`src/rtl/seq_square_if.sv`:
```
// Handshake bundle for the sequential squarer.
// The requester drives start/abort/xin; the squarer returns busy/done/sq.
interface seq_square_if #(
  parameter int N = 16
);
  logic           start;
  logic           abort;
  logic [N-1:0]   xin;
  logic           busy;
  logic           done;
  logic [2*N-1:0] sq;

  modport master (
    output start, abort, xin,
    input  busy, done, sq
  );

  modport slave (
    input  start, abort, xin,
    output busy, done, sq
  );
endinterface

```
`src/rtl/seq_square.sv`:
```
// Sequential unsigned squarer: one shift-add step per clock,
// start/busy/done handshake, abortable while running.
module seq_square #(
  parameter int N = 16
) (
  input  logic       clock,
  input  logic       reset,
  seq_square_if.slave bus
);
  localparam int CW = $clog2(N) + 1;
  localparam logic [CW-1:0] LAST = CW'(N - 1);

  localparam logic [1:0] IDLE = 2'd0;
  localparam logic [1:0] RUN  = 2'd1;
  localparam logic [1:0] DONE = 2'd2;

  logic [1:0]     state;
  logic [2*N-1:0] md;
  logic [2*N-1:0] acc;
  logic [N-1:0]   mr;
  logic [CW-1:0]  cnt;
  logic [2*N-1:0] sq;
  logic           busy;
  logic           done;

  always_ff @(posedge clock or negedge reset) begin
    if (!reset) begin
      state <= IDLE;
      md    <= '0;
      acc   <= '0;
      mr    <= '0;
      cnt   <= '0;
      sq    <= '0;
      busy  <= 1'b0;
      done  <= 1'b0;
    end else begin
      done <= 1'b0;
      case (state)
        IDLE: begin
          if (bus.start) begin
            md    <= {{N{1'b0}}, bus.xin};
            mr    <= bus.xin;
            acc   <= '0;
            cnt   <= '0;
            busy  <= 1'b1;
            state <= RUN;
          end
        end
        RUN: begin
          if (bus.abort) begin
            busy  <= 1'b0;
            state <= IDLE;
          end else begin
            if (mr[0]) acc <= acc + md;
            md  <= md << 1;
            mr  <= mr >> 1;
            cnt <= cnt + 1'b1;
            if (cnt == LAST) begin
              busy  <= 1'b0;
              state <= DONE;
            end
          end
        end
        DONE: begin
          sq    <= acc;
          done  <= 1'b1;
          state <= IDLE;
        end
        default: state <= IDLE;
      endcase
    end
  end

  assign bus.busy = busy;
  assign bus.done = done;
  assign bus.sq   = sq;
endmodule
```
`src/flat_wrapper.sv`:
```
// flat-port wrapper written by rule: the top's interface ports become plain ports
module seq_square_flat 
#(
  parameter int N = 16
)
  (clock, reset, bus_start, bus_abort, bus_xin, bus_busy, bus_done, bus_sq);
  seq_square_if #(.N(N)) bus_i ();
  input  logic clock;
  input  logic reset;
  input wire logic [$bits(bus_i.start)-1:0] bus_start;
  input wire logic [$bits(bus_i.abort)-1:0] bus_abort;
  input wire logic [$bits(bus_i.xin)-1:0] bus_xin;
  output wire logic [$bits(bus_i.busy)-1:0] bus_busy;
  output wire logic [$bits(bus_i.done)-1:0] bus_done;
  output wire logic [$bits(bus_i.sq)-1:0] bus_sq;
  assign bus_i.start = bus_start;
  assign bus_i.abort = bus_abort;
  assign bus_i.xin = bus_xin;
  assign bus_busy = bus_i.busy;
  assign bus_done = bus_i.done;
  assign bus_sq = bus_i.sq;
  seq_square #(.N(N)) u_core (.clock(clock), .reset(reset), .bus(bus_i));
endmodule
```
`config.mk`:
```
export PLATFORM = sky130hd
export DESIGN_NAME = seq_square_flat
export DESIGN_NICKNAME = d
export VERILOG_FILES = /design/src/rtl/seq_square_if.sv /design/src/rtl/seq_square.sv /design/src/flat_wrapper.sv
export SDC_FILE = /design/constraint.sdc
export NUM_CORES = 1
export LEC_CHECK = 0
export ABC_AREA = 0
export BUFFER_PORTS_ARGS = -buffer_cell sky130_fd_sc_hd__buf_2
export CAP_MARGIN = 20
export CELL_PAD_IN_SITES_DETAIL_PLACEMENT = 0
export CELL_PAD_IN_SITES_GLOBAL_PLACEMENT = 1
export CORE_UTILIZATION = 47
export CTS_CLUSTER_SIZE = 12
export DETAILED_ROUTE_END_ITERATION = 16
export PLACE_DENSITY = 0.84
export SETUP_SLACK_MARGIN = 0.02
export SLEW_MARGIN = 15
export SYNTH_ARGS = -nofsm -noshare
export SYNTH_HDL_FRONTEND = slang
export SYNTH_SLANG_ARGS = --single-unit
```
`constraint.sdc`:
```
create_clock -name clock -period 3.2 [get_ports clock]
set_input_delay 0.32 -clock clock [delete_from_list [all_inputs] [get_ports clock]]
set_output_delay 0.32 -clock clock [all_outputs]
set_load 0.01 [all_outputs]
```
After elaboration in Yosys (flattened, before gate mapping)
Index checks and enable logic that the tools add are counted.
Widths: inputs -> output; s select.

storage, ports and cells
  register bits = 121
  word-level logic and storage cells = 45

cells by class
  add/subtract/negate cells = 2
  equal/unequal tests = 7
  mux-type cells = 22
  reduce and logical (&&, ||, !) cells = 6

operators by type and width
  cell                 number
  $mux 32              5
  $pmux 32 s2          2
  $add 32x32->32       1
  $mux 16              2
  $pmux 16 s2          1
  $mux 5               2
  $pmux 5 s2           1
  $mux 2               3
  $reduce_and 3->1     2
  $add 5x1->5 const B  1
  $eq 5x4->1 const B   1
  $mux 1               4
  $ne 2x2->1 const B   2
  $pmux 2 s2           1
  $reduce_and 4->1     1
  $ne 3x2->1 const B   1
  $eq 2x1->1 const B   1
  $eq 2x2->1 const B   1
  $logic_not 2->1      1
  $ne 2x1->1 const B   1
  $pmux 1 s2           1
  $reduce_and 2->1     1
  $reduce_bool 2->1    1

Logic depth before layout (Yosys ltp)
Gate-level depths: netlist of run 1.

  depth after elaboration = 4
  mapped depth = 11
  mapped depth without buffers = 11

Worst setup path after synthesis of run 1
OpenSTA, ideal clock, no wires.

  path kind = reg2reg
  start = reg u_core.md[0]
  end = reg u_core.acc[30]
  data arrival time = 2386 ps
  required time = 3113 ps
  slack = 727 ps
  stages on the path, launching flop included = 12
  buffers on the path = 0
  cell sequence = dfrtp_1 ha_1 inv_1 fa_1 nor2b_1 o2111ai_1 a211oi_1 nor2_1 o211ai_1 a21oi_2 o21a_1 o211ai_1

on the way
  word-level cells in the longest chain between the ends = 4

RTL lines
  element                   line              text
  start: declaration        seq_square.sv:18  logic [2*N-1:0] md;
  start signal: assignment  seq_square.sv:41  md <= {{N{1'b0}}, bus.xin};
  start signal: assignment  seq_square.sv:55  md <= md << 1;
  $add 32x32->32            seq_square.sv:54  if (mr[0]) acc <= acc + md;
  $mux 32                   seq_square.sv:54
  $mux 32                   seq_square.sv:50  if (bus.abort) begin
  $pmux 32 s2               seq_square.sv:38  case (state)
  end signal: assignment    seq_square.sv:54
  end: declaration          seq_square.sv:19  logic [2*N-1:0] acc;

No other way between the ends. The select of a mux whose other input is x is not followed.
A chain may end at the register's enable or synchronous reset.

Final worst setup path of run 1
Same ends and word-level chain as after synthesis.

==> results.yml, run 1 <==
timing:
  finalMaxSlewViolations: 0
  finalSetupViolations: 0
  skew_ps: 10.6
  rsz0062_at_grt: "false"
  fin_crit_ps: 2890
  fin_tns_setup_ps: 0
  final.setup.worst_slack_ps: 313
  tightest_slew_ps: 1030
  max_freq_ghz: 0.346
  hold_ws_ps: 173
  period_share_pct: 90.2
  hold_violations: 0
  slew_headroom_pct: 31.4
yosys:
  synth_top_family_by_area: "compound AO/OA/AOI/OAI gates"
  syn_nets: 730
  yosysSeqAreaShare_pct: 47.2
  synth_area_um2: 6420
  ys_ff_latch: 121
  synth-xor-area-share_pct: 3.55
  synth_compound_area_share_pct: 18.2
  syn_inst: 676
  synthMuxAreaShare_pct: 6.01
  synth_async_sr_flop_share_pct: 100
  synthSimpleGateAreaFrac_pct: 15.5
  syn_area_per_cell_um2: 9.49
  yosys.cell_types.count: 57
  synthAdderAreaFrac_pct: 6.75
  synth_ff_type: "dfrtp_1"
  yosys_warnings: 0
  synth_enable_flop_cells: 0
job:
  drv_cap: 0
worst_setup_path:
  required_ps: 3540
  end_kind: "flop"
  crit_type: "reg2reg"
  start_kind: "flop"
  arrival_ps: 3220
  reg2reg_depth: 11
  critical_path_peak_fanout: 3
floorplanning:
  die_w_um: 119
  core_area_um2: 13300
  placementRows: 42
  start_util_pct: 48.3
  die_area_um2: 14100
  ioPinCount: 54
  fp.dieH_um: 119
placement:
  place_area_um2: 6880
  dp_hpwl_mm: 10.6
  port_buffers: 53
  gp_congestion: 0.893
  pre_cts_ws_ps: 316
final_layout:
  layout.nets: 780
  final_cell_area_um2: 7490
  drive_above_1_share_pct: 18.8
  area_growth_syn_to_layout_pct: 16.8
  diodes: 0
  final_core_util_pct: 56.4
  fillCellCount: 1207
hold_path:
  hold_depth: 2
  hold_path.class: "in2reg"
clock_tree:
  htreeDepth: 4
  insertion_delay_ps: 420
  cts_resized: 0
  cts.path.max_buffers: 2
  cts_buffers: 17
  postCtsSetupBuffers: 0
  tritoncts: "built"
  cts_root_buf: "clkbuf_16"
  clk_pin_slew_ps: 60
  cts_sinks: 121
grt:
  grt_pass1_wl_mm: 24.9
  antenna_found_initial: 0
  grt_max_degree: 58
  overflow: 0
  grt_pass1_vias: 4898
  track_usage_pct: 22.8
routing:
  wirelength_mm: 14.9
  drt-initial-drc-count: 259
  viasPerCell: 5.60
  route.vias.total: 5126
  route.detailed.drc: 0
  wire_per_inst_um: 16.3
  drtPass1Iterations: 5
  ant_nets: 0
pwr:
  p_leak_nw: 3.63
  p_per_area_nw_per_um2: 703
  ir_worst_vdd_uv: 330
run_status:
  status: "complete, no violations"
[metrics by stage]
stage / power [mW] / cells
after floorplan: 2.98 / 676
after global placement: 3.33 / 882
after detailed placement: 3.37 / 882
after CTS: 5.30 / 915
after global routing: 5.59 / 915
final: 5.27 / 915
[per-layer routing]
layer / routed length [um] / GRT usage, % / vias up
met5: 0 / 0 / -
met4: 242 / 8.78 / 0
met3: 653 / 3.98 / 20
met2: 6520 / 33.2 / 114
met1: 7500 / 33.7 / 2488
li1: - / - / 2504
[where the power goes]
group	total, mW	switching [mW]	internal (mW)	leakage (nW)
Clock	1.91	0.682	1.23	0.281
Combinational	1.34	0.808	0.529	1.73
Sequential	2.02	0.241	1.78	1.62
Total	5.27	1.73	3.54	3.63
[critical path, stage by stage, from the launching register on]
cell	delay [ps]
dfrtp_1	390
ha_1	230
inv_1	80
fa_1	370
nor2b_1	210
o2111ai_1	190
a211oi_1	310
nor2_1	130
o211ai_1	390
a21oi_2	130
o21a_1	200
o211ai_1	170
[layout by cell type (no fill, tap or decap), types with 13 or more instances in the layout]
cell type	instances
nor2_1	17
mux2_2	32
and2_1	17
a21oi_1	58
xnor2_1	13
xor2_1	13
nand2_1	119
clkbuf_16	17
ha_1	33
o21ai_0	61
o21ai_1	16
nand3_1	25
dfrtp_1	121
buf_2	52
[cell usage after synthesis, types with 3 or more instances]
master,number,area [um^2]
a211oi_1,4,30.0
a21o_1,12,90.1
a21oi_1,58,290
a22o_1,3,26.3
and2_1,17,106
and3_1,6,37.5
buf_1,7,26.3
buf_2,3,15.0
clkbuf_1,23,86.3
dfrtp_1,121,3030
ha_1,33,413
inv_1,12,45.0
mux2_2,32,360
nand2_1,120,450
nand3_1,25,125
nand4_1,7,43.8
nor2_1,19,71.3
nor2b_1,7,43.8
nor4_1,3,18.8
o211ai_1,8,60.1
o21a_1,3,22.5
o21ai_0,61,305
o21ai_1,16,80.1
o21bai_1,4,30.0
or3_1,4,25.0
xnor2_1,13,114
xor2_1,13,114
[cell type report]
cell class,count,area (um^2),area share (%)
Multi-Input combinational cell,508,3230,43.1
Sequential cell,121,3030,40.4
Clock buffer,22,484,6.46
Timing Repair Buffer,64,365,4.88
Tap cell,176,220,2.94
Clock inverter,10,116,1.55
Inverter,14,52.6,0.701
[state kept, by name (all words and copies together), names as in the netlist]
signal,count
u_core.bus.sq,32
u_core.mr,16
u_core.acc,32
u_core.bus.busy,1
u_core.bus.done,1
u_core.cnt,5
u_core.state,2
u_core.md,32
[timing repair]
item                                    CTS  global route
endpoints found under the hold margin    32             0
endpoints found under the setup margin    0             0
hold buffers                              1             0
[cells by family (layout without fill, tap and decap cells)]
| family | count (synthesis) | count (layout) |
|---|---|---|
| fa+ha+maj | 34 | 34 |
| mux | 34 | 34 |
| xor+xnor | 26 | 26 |
| buf+inv | 47 | 110 |
| compound gates | 195 | 195 |
| simple gates | 219 | 219 |
| flops | 121 | 121 |
[worst paths after layout]
check	from	endpoint	slack [ps]
min in group asynchronous	reset	u_core.acc[5]$_DFFE_PN0P_	510
worst min register to register	u_core.mr[11]$_DFFE_PN0P_	u_core.mr[11]$_DFFE_PN0P_	480
worst max-delay path	u_core.md[0]$_DFFE_PN0P_	u_core.acc[30]$_DFFE_PN0P_	310
worst max register to register	u_core.md[0]$_DFFE_PN0P_	u_core.acc[30]$_DFFE_PN0P_	310
worst min-delay path	bus_xin[15]	u_core.mr[15]$_DFFE_PN0P_	170
max in group asynchronous	reset	u_core.mr[4]$_DFFE_PN0P_	1940
No activity file was read; power rests on OpenSTA's default activity.
==> run 2, diff against run 1 <==
--- a/config.mk
+++ b/config.mk
@@ -16,2 +16,3 @@
 export PLACE_DENSITY = 0.84
+export REMOVE_ABC_BUFFERS = 1
 export SETUP_SLACK_MARGIN = 0.02
--- a/constraint.sdc
+++ b/constraint.sdc
@@ -3,2 +3,2 @@
 set_output_delay 0.32 -clock clock [all_outputs]
-set_load 0.01 [all_outputs]
+set_load 0.05 [all_outputs]
==> run 2 against run 1 <==
  * Worst hold slack got worse by 18 ps
  * Die area did not move
  * Setup slack improved by 150 ps
  * Clock power fell by 6%
  * Cell count did not move
  * Largest cell class unchanged
  * Highest routed layer unchanged
==> results.yml, run 2 (same netlist as run 1, synthesis figures left out) <==
run_status:
  status: "complete, no violations"
clock_tree:
  cts_root_buf: "clkbuf_16"
  insertion_delay_ps: 420
  htreeDepth: 4
  clk_pin_slew_ps: 60
  cts_sinks: 121
  tritoncts: "built"
  cts.path.max_buffers: 2
  cts_buffers: 17
final_layout:
  diodes: 0
  area_growth_syn_to_layout_pct: 16.1
  final_cell_mix: "dfrtp_1 (121), nand2_1 (119), o21ai_0 (61), a21oi_1 (58), buf_2 (52)"
  final_common_cell: "dfrtp_1"
  fillCellCount: 1176
  top_regs: "u_core.acc x32, u_core.bus.sq x32, u_core.md x32"
  drive_above_1_share_pct: 18.8
  layout.nets: 780
timing:
  rsz0062_at_grt: "false"
  finalMaxSlewViolations: 0
  hold_violations: 0
  finalSetupViolations: 0
  fin_crit_ps: 2740
  period_share_pct: 85.5
  slew_headroom_pct: 37.9
  final.setup.worst_slack_ps: 464
  tightest_slew_ps: 932
  max_freq_ghz: 0.366
  fin_tns_setup_ps: 0
  skew_ps: 8.74
worst_setup_path:
  crit_type: "reg2reg"
  crit_chain: "ha_1, inv_1, fa_1, nor2b_1, o2111ai_1, a211oi_1, nor2_1, o211ai_1, buf_4, a21oi_2, o21a_1, o211ai_1"
  start_kind: "flop"
  slowest_stage: "dfrtp_1"
  arrival_ps: 3080
  end_kind: "flop"
  cp_num_buf_inv: 2
  critical_path_peak_fanout: 3
  required_ps: 3540
  cp_slowest_stage_delay_ps: 370
  crit_family: "compound AO/OA/AOI/OAI gates"
  cpMostUsedCell: "o211ai_1"
routing:
  wirelength_mm: 14.8
  ant_nets: 0
  wire_per_inst_um: 16.1
  route.detailed.drc: 0
  route.vias.total: 5123
  drt-initial-drc-count: 253
  viasPerCell: 5.60
  drtPass1Iterations: 5
grt:
  overflow: 0
  antenna_found_initial: 0
  grt_pass1_wl_mm: 25.0
  grt_max_degree: 68
  grt_pass1_vias: 5031
  track_usage_pct: 22.7
floorplanning:
  fp.dieH_um: 119
  start_util_pct: 48.3
  die_w_um: 119
  placementRows: 42
  die_area_um2: 14100
  ioPinCount: 54
  core_area_um2: 13300
placement:
  dp_hpwl_mm: 10.1
  gp_congestion: 0.909
  pre_cts_ws_ps: 357
  port_buffers: 53
pwr:
  p_per_area_nw_per_um2: 692
  ir_worst_vdd_uv: 376
  total_power_mw: 5.16
  p_leak_nw: 3.62
hold_path:
  hold_path.class: "in2reg"
job:
  drv_cap: 0
-- run 2: cell count changes in the layout (fill, tap and decap cells not counted), sizes merged --
cell,change
inv,-1
clkinv,+4
bufinv,-1
clkbuf,-2
-- run 2: routing by layer --
metal / GRT usage, % / up-vias / part of all wire, %
met1: 28.8 / 2498 / 45
met2: 37.4 / 115 / 49
li1: - / 2484 / -
met4: 9.49 / 0 / 2.3
met5: 0 / - / 0
met3: 5.12 / 26 / 3.8
-- run 2: path summary, 6_finish.rpt --
kind / depth (start not counted) / slack [ps] / startpoint / end
max in group asynchronous: 3 / 1910 / reset / u_core.cnt[2]$_DFFE_PN0P_
max: 12 / 460 / u_core.md[0]$_DFFE_PN0P_ / u_core.acc[30]$_DFFE_PN0P_
min in group asynchronous: 2 / 490 / reset / u_core.md[20]$_DFFE_PN0P_
max reg2reg: 12 / 460 / u_core.md[0]$_DFFE_PN0P_ / u_core.acc[30]$_DFFE_PN0P_
min: 2 / 160 / bus_xin[15] / u_core.mr[15]$_DFFE_PN0P_
min reg2reg: 2 / 480 / u_core.mr[11]$_DFFE_PN0P_ / u_core.mr[11]$_DFFE_PN0P_
-- run 2: final cells by class --
type	count	area (um^2)	share of cell area (%)
tap	176	220	2.96
sequential	121	3030	40.6
clock buffer	20	457	6.13
timing repair buffer	64	365	4.90
inverter	14	52.6	0.705
multi-input combinational	508	3230	43.3
clock inverter	12	101	1.36
-- run 2: metrics by stage --
stage               util [%]  instance area, um^2  instances  hold WS, ps
floorplan                  -                 6290        643         24.4
global placement        51.7                 6870        880          409
detailed placement      51.7                 6870        880          415
CTS                     55.9                 7440        913          129
global route            56.0                 7450        915          150
finish                  56.0                 7450        915          155
-- run 2: worst reg2reg max path: cells and delay by family (launching register included) --
family,cells,cell delay (ps)
AO/OA/AOI/OAI,6,1120
adder cells (fa/ha/maj),2,600
flip-flops,1,370
AND/OR/NAND/NOR,2,330
buffers and inverters,2,230
-- run 2: repair_timing --
item | 4_1_cts | 5_1_grt
setup endpoints to repair | 0 | 2
setup buffers | 0 | 2
hold buffers | 1 | 0
resized for setup | 0 | 0
hold endpoints to repair | 54 | 0
-- run 2: power by group --
| part | internal [mW] | switching, mW | total, mW |
|---|---|---|---|
| sequential | 1.78 | 0.227 | 2.01 |
| combinational | 0.525 | 0.828 | 1.35 |
| clock | 1.10 | 0.697 | 1.80 |
| total | 3.41 | 1.75 | 5.16 |
==> run 3, diff against run 2 <==
Settings changed: RECOVER_POWER set to 25.
==> run 3 against run 2 <==
  * Worst hold slack gained 1.2 ps
  * First-iteration DRC count stayed put
  * Clock-buffer cell count did not move
  * Final area down 0.27%
  * Core utilization fell by 0.15 points
  * Via count decreased by 0.14%
  * Wire length hardly changed
  * Global-route usage stayed put
  * Clock skew about the same
==> results.yml, run 3 (same netlist as run 1, synthesis figures left out) <==
placement:
  place_area_um2: 6870
  pre_cts_ws_ps: 357
  gp_congestion: 0.909
  dp_hpwl_mm: 10.1
  port_buffers: 53
routing:
  drt-initial-drc-count: 253
  dr_wl_met3_um: 529
  m1WireLength_mm: 6.65
  dr.max_layer_used: "met4"
  ant_nets: 0
  drtPass1Iterations: 4
  wire_per_inst_um: 16.2
  route.detailed.drc: 0
  routed-wl-met2_mm: 7.27
  route.vias.total: 5116
  wirelength_mm: 14.8
  viasPerCell: 5.59
floorplanning:
  start_util_pct: 48.3
  fp.dieH_um: 119
  ioPinCount: 54
  die_area_um2: 14100
  die_w_um: 119
  placementRows: 42
  core_area_um2: 13300
worst_setup_path:
  required_ps: 3540
  end_kind: "flop"
  cp_num_buf_inv: 2
  crit_family: "compound AO/OA/AOI/OAI gates"
  cpMostUsedCell: "o211ai_1"
  cp_slowest_stage_delay_ps: 370
  slowest_stage: "dfrtp_1"
  arrival_ps: 3070
  start_kind: "flop"
  crit_type: "reg2reg"
  critical_path_peak_fanout: 3
  crit_chain: "ha_1, inv_1, fa_1, nor2b_1, o2111ai_1, a211oi_1, nor2_1, o211ai_1, buf_4, a21oi_2, o21a_1, o211ai_1"
clock_tree:
  cts_sinks: 121
  cts_root_buf: "clkbuf_16"
  clk_pin_slew_ps: 60
  htreeDepth: 4
  cts.path.max_buffers: 2
  tritoncts: "built"
  insertion_delay_ps: 420
  cts_buffers: 17
final_layout:
  final_cell_area_um2: 7430
  final_common_cell: "dfrtp_1"
  diodes: 0
  layout.nets: 780
  final_core_util_pct: 55.9
  area_growth_syn_to_layout_pct: 15.8
  final_cell_mix: "dfrtp_1 (121), nand2_1 (119), o21ai_0 (61), a21oi_1 (58), buf_2 (38)"
  top_regs: "u_core.acc x32, u_core.bus.sq x32, u_core.md x32"
  drive_above_1_share_pct: 16.9
timing:
  skew_ps: 8.72
  rsz0062_at_grt: "false"
  max_freq_ghz: 0.366
  period_share_pct: 85.5
  finalMaxSlewViolations: 0
  fin_crit_ps: 2730
  finalSetupViolations: 0
  fin_tns_setup_ps: 0
  final.setup.worst_slack_ps: 465
  hold_violations: 0
  slew_headroom_pct: 8.78
  tightest_slew_ps: 1370
pwr:
  p_leak_nw: 3.56
  p_per_area_nw_per_um2: 694
  ir_worst_vdd_uv: 375
  total_power_mw: 5.16
run_status:
  status: "complete, no violations"
grt:
  grt_max_degree: 68
  grt_pass1_wl_mm: 25.0
  antenna_found_initial: 0
  track_usage_pct: 22.7
  overflow: 0
  grt_pass1_vias: 5031
hold_path:
  hold_path.class: "in2reg"
job:
  drv_cap: 0
run 3: cell type report:
type	instances	area [um^2]
clock buffer	20	457
clock inverter	12	101
fill	1184	5860
inverter	14	52.6
multi-input combinational	508	3230
sequential	121	3030
tap	176	220
timing repair buffer	64	345
run 3: stage by stage:
step / cells / hold WS (ps)
after global placement: 880 / 409
after floorplan: 643 / 24.4
after CTS: 913 / 129
final: 915 / 156
after detailed placement: 880 / 415
after global routing: 915 / 150
run 3: layer usage:
metal,vias up,global-route usage (%)
met5,-,0
met4,0,9.49
met3,26,5.12
met2,108,37.4
met1,2498,28.8
li1,2484,-
run 3: final timing paths:
path	from	slack (ps)	cells past startpoint	endpoint
max in group asynchronous	reset	1450	3	u_core.cnt[2]$_DFFE_PN0P_
setup / recovery	u_core.md[0]$_DFFE_PN0P_	470	12	u_core.acc[30]$_DFFE_PN0P_
setup reg to reg	u_core.md[0]$_DFFE_PN0P_	470	12	u_core.acc[30]$_DFFE_PN0P_
min in group asynchronous	reset	760	2	u_core.md[20]$_DFFE_PN0P_
hold reg to reg	u_core.mr[11]$_DFFE_PN0P_	480	2	u_core.mr[11]$_DFFE_PN0P_
hold / removal	bus_xin[15]	160	2	u_core.mr[15]$_DFFE_PN0P_
run 3: repair_timing:
item,4_1_cts,5_1_grt
setup endpoints to repair,0,2
hold buffers,1,0
endpoints found under the hold margin,54,0
buffers inserted,0,2
resized for setup,0,0
run 3: power breakdown:
part / leakage, nW / internal (mW) / total [mW] / switching, mW
clock: 0.264 / 1.10 / 1.79 / 0.696
sequential: 1.62 / 1.78 / 2.01 / 0.227
combinational: 1.67 / 0.525 / 1.35 / 0.828
total: 3.56 / 3.41 / 5.16 / 1.75
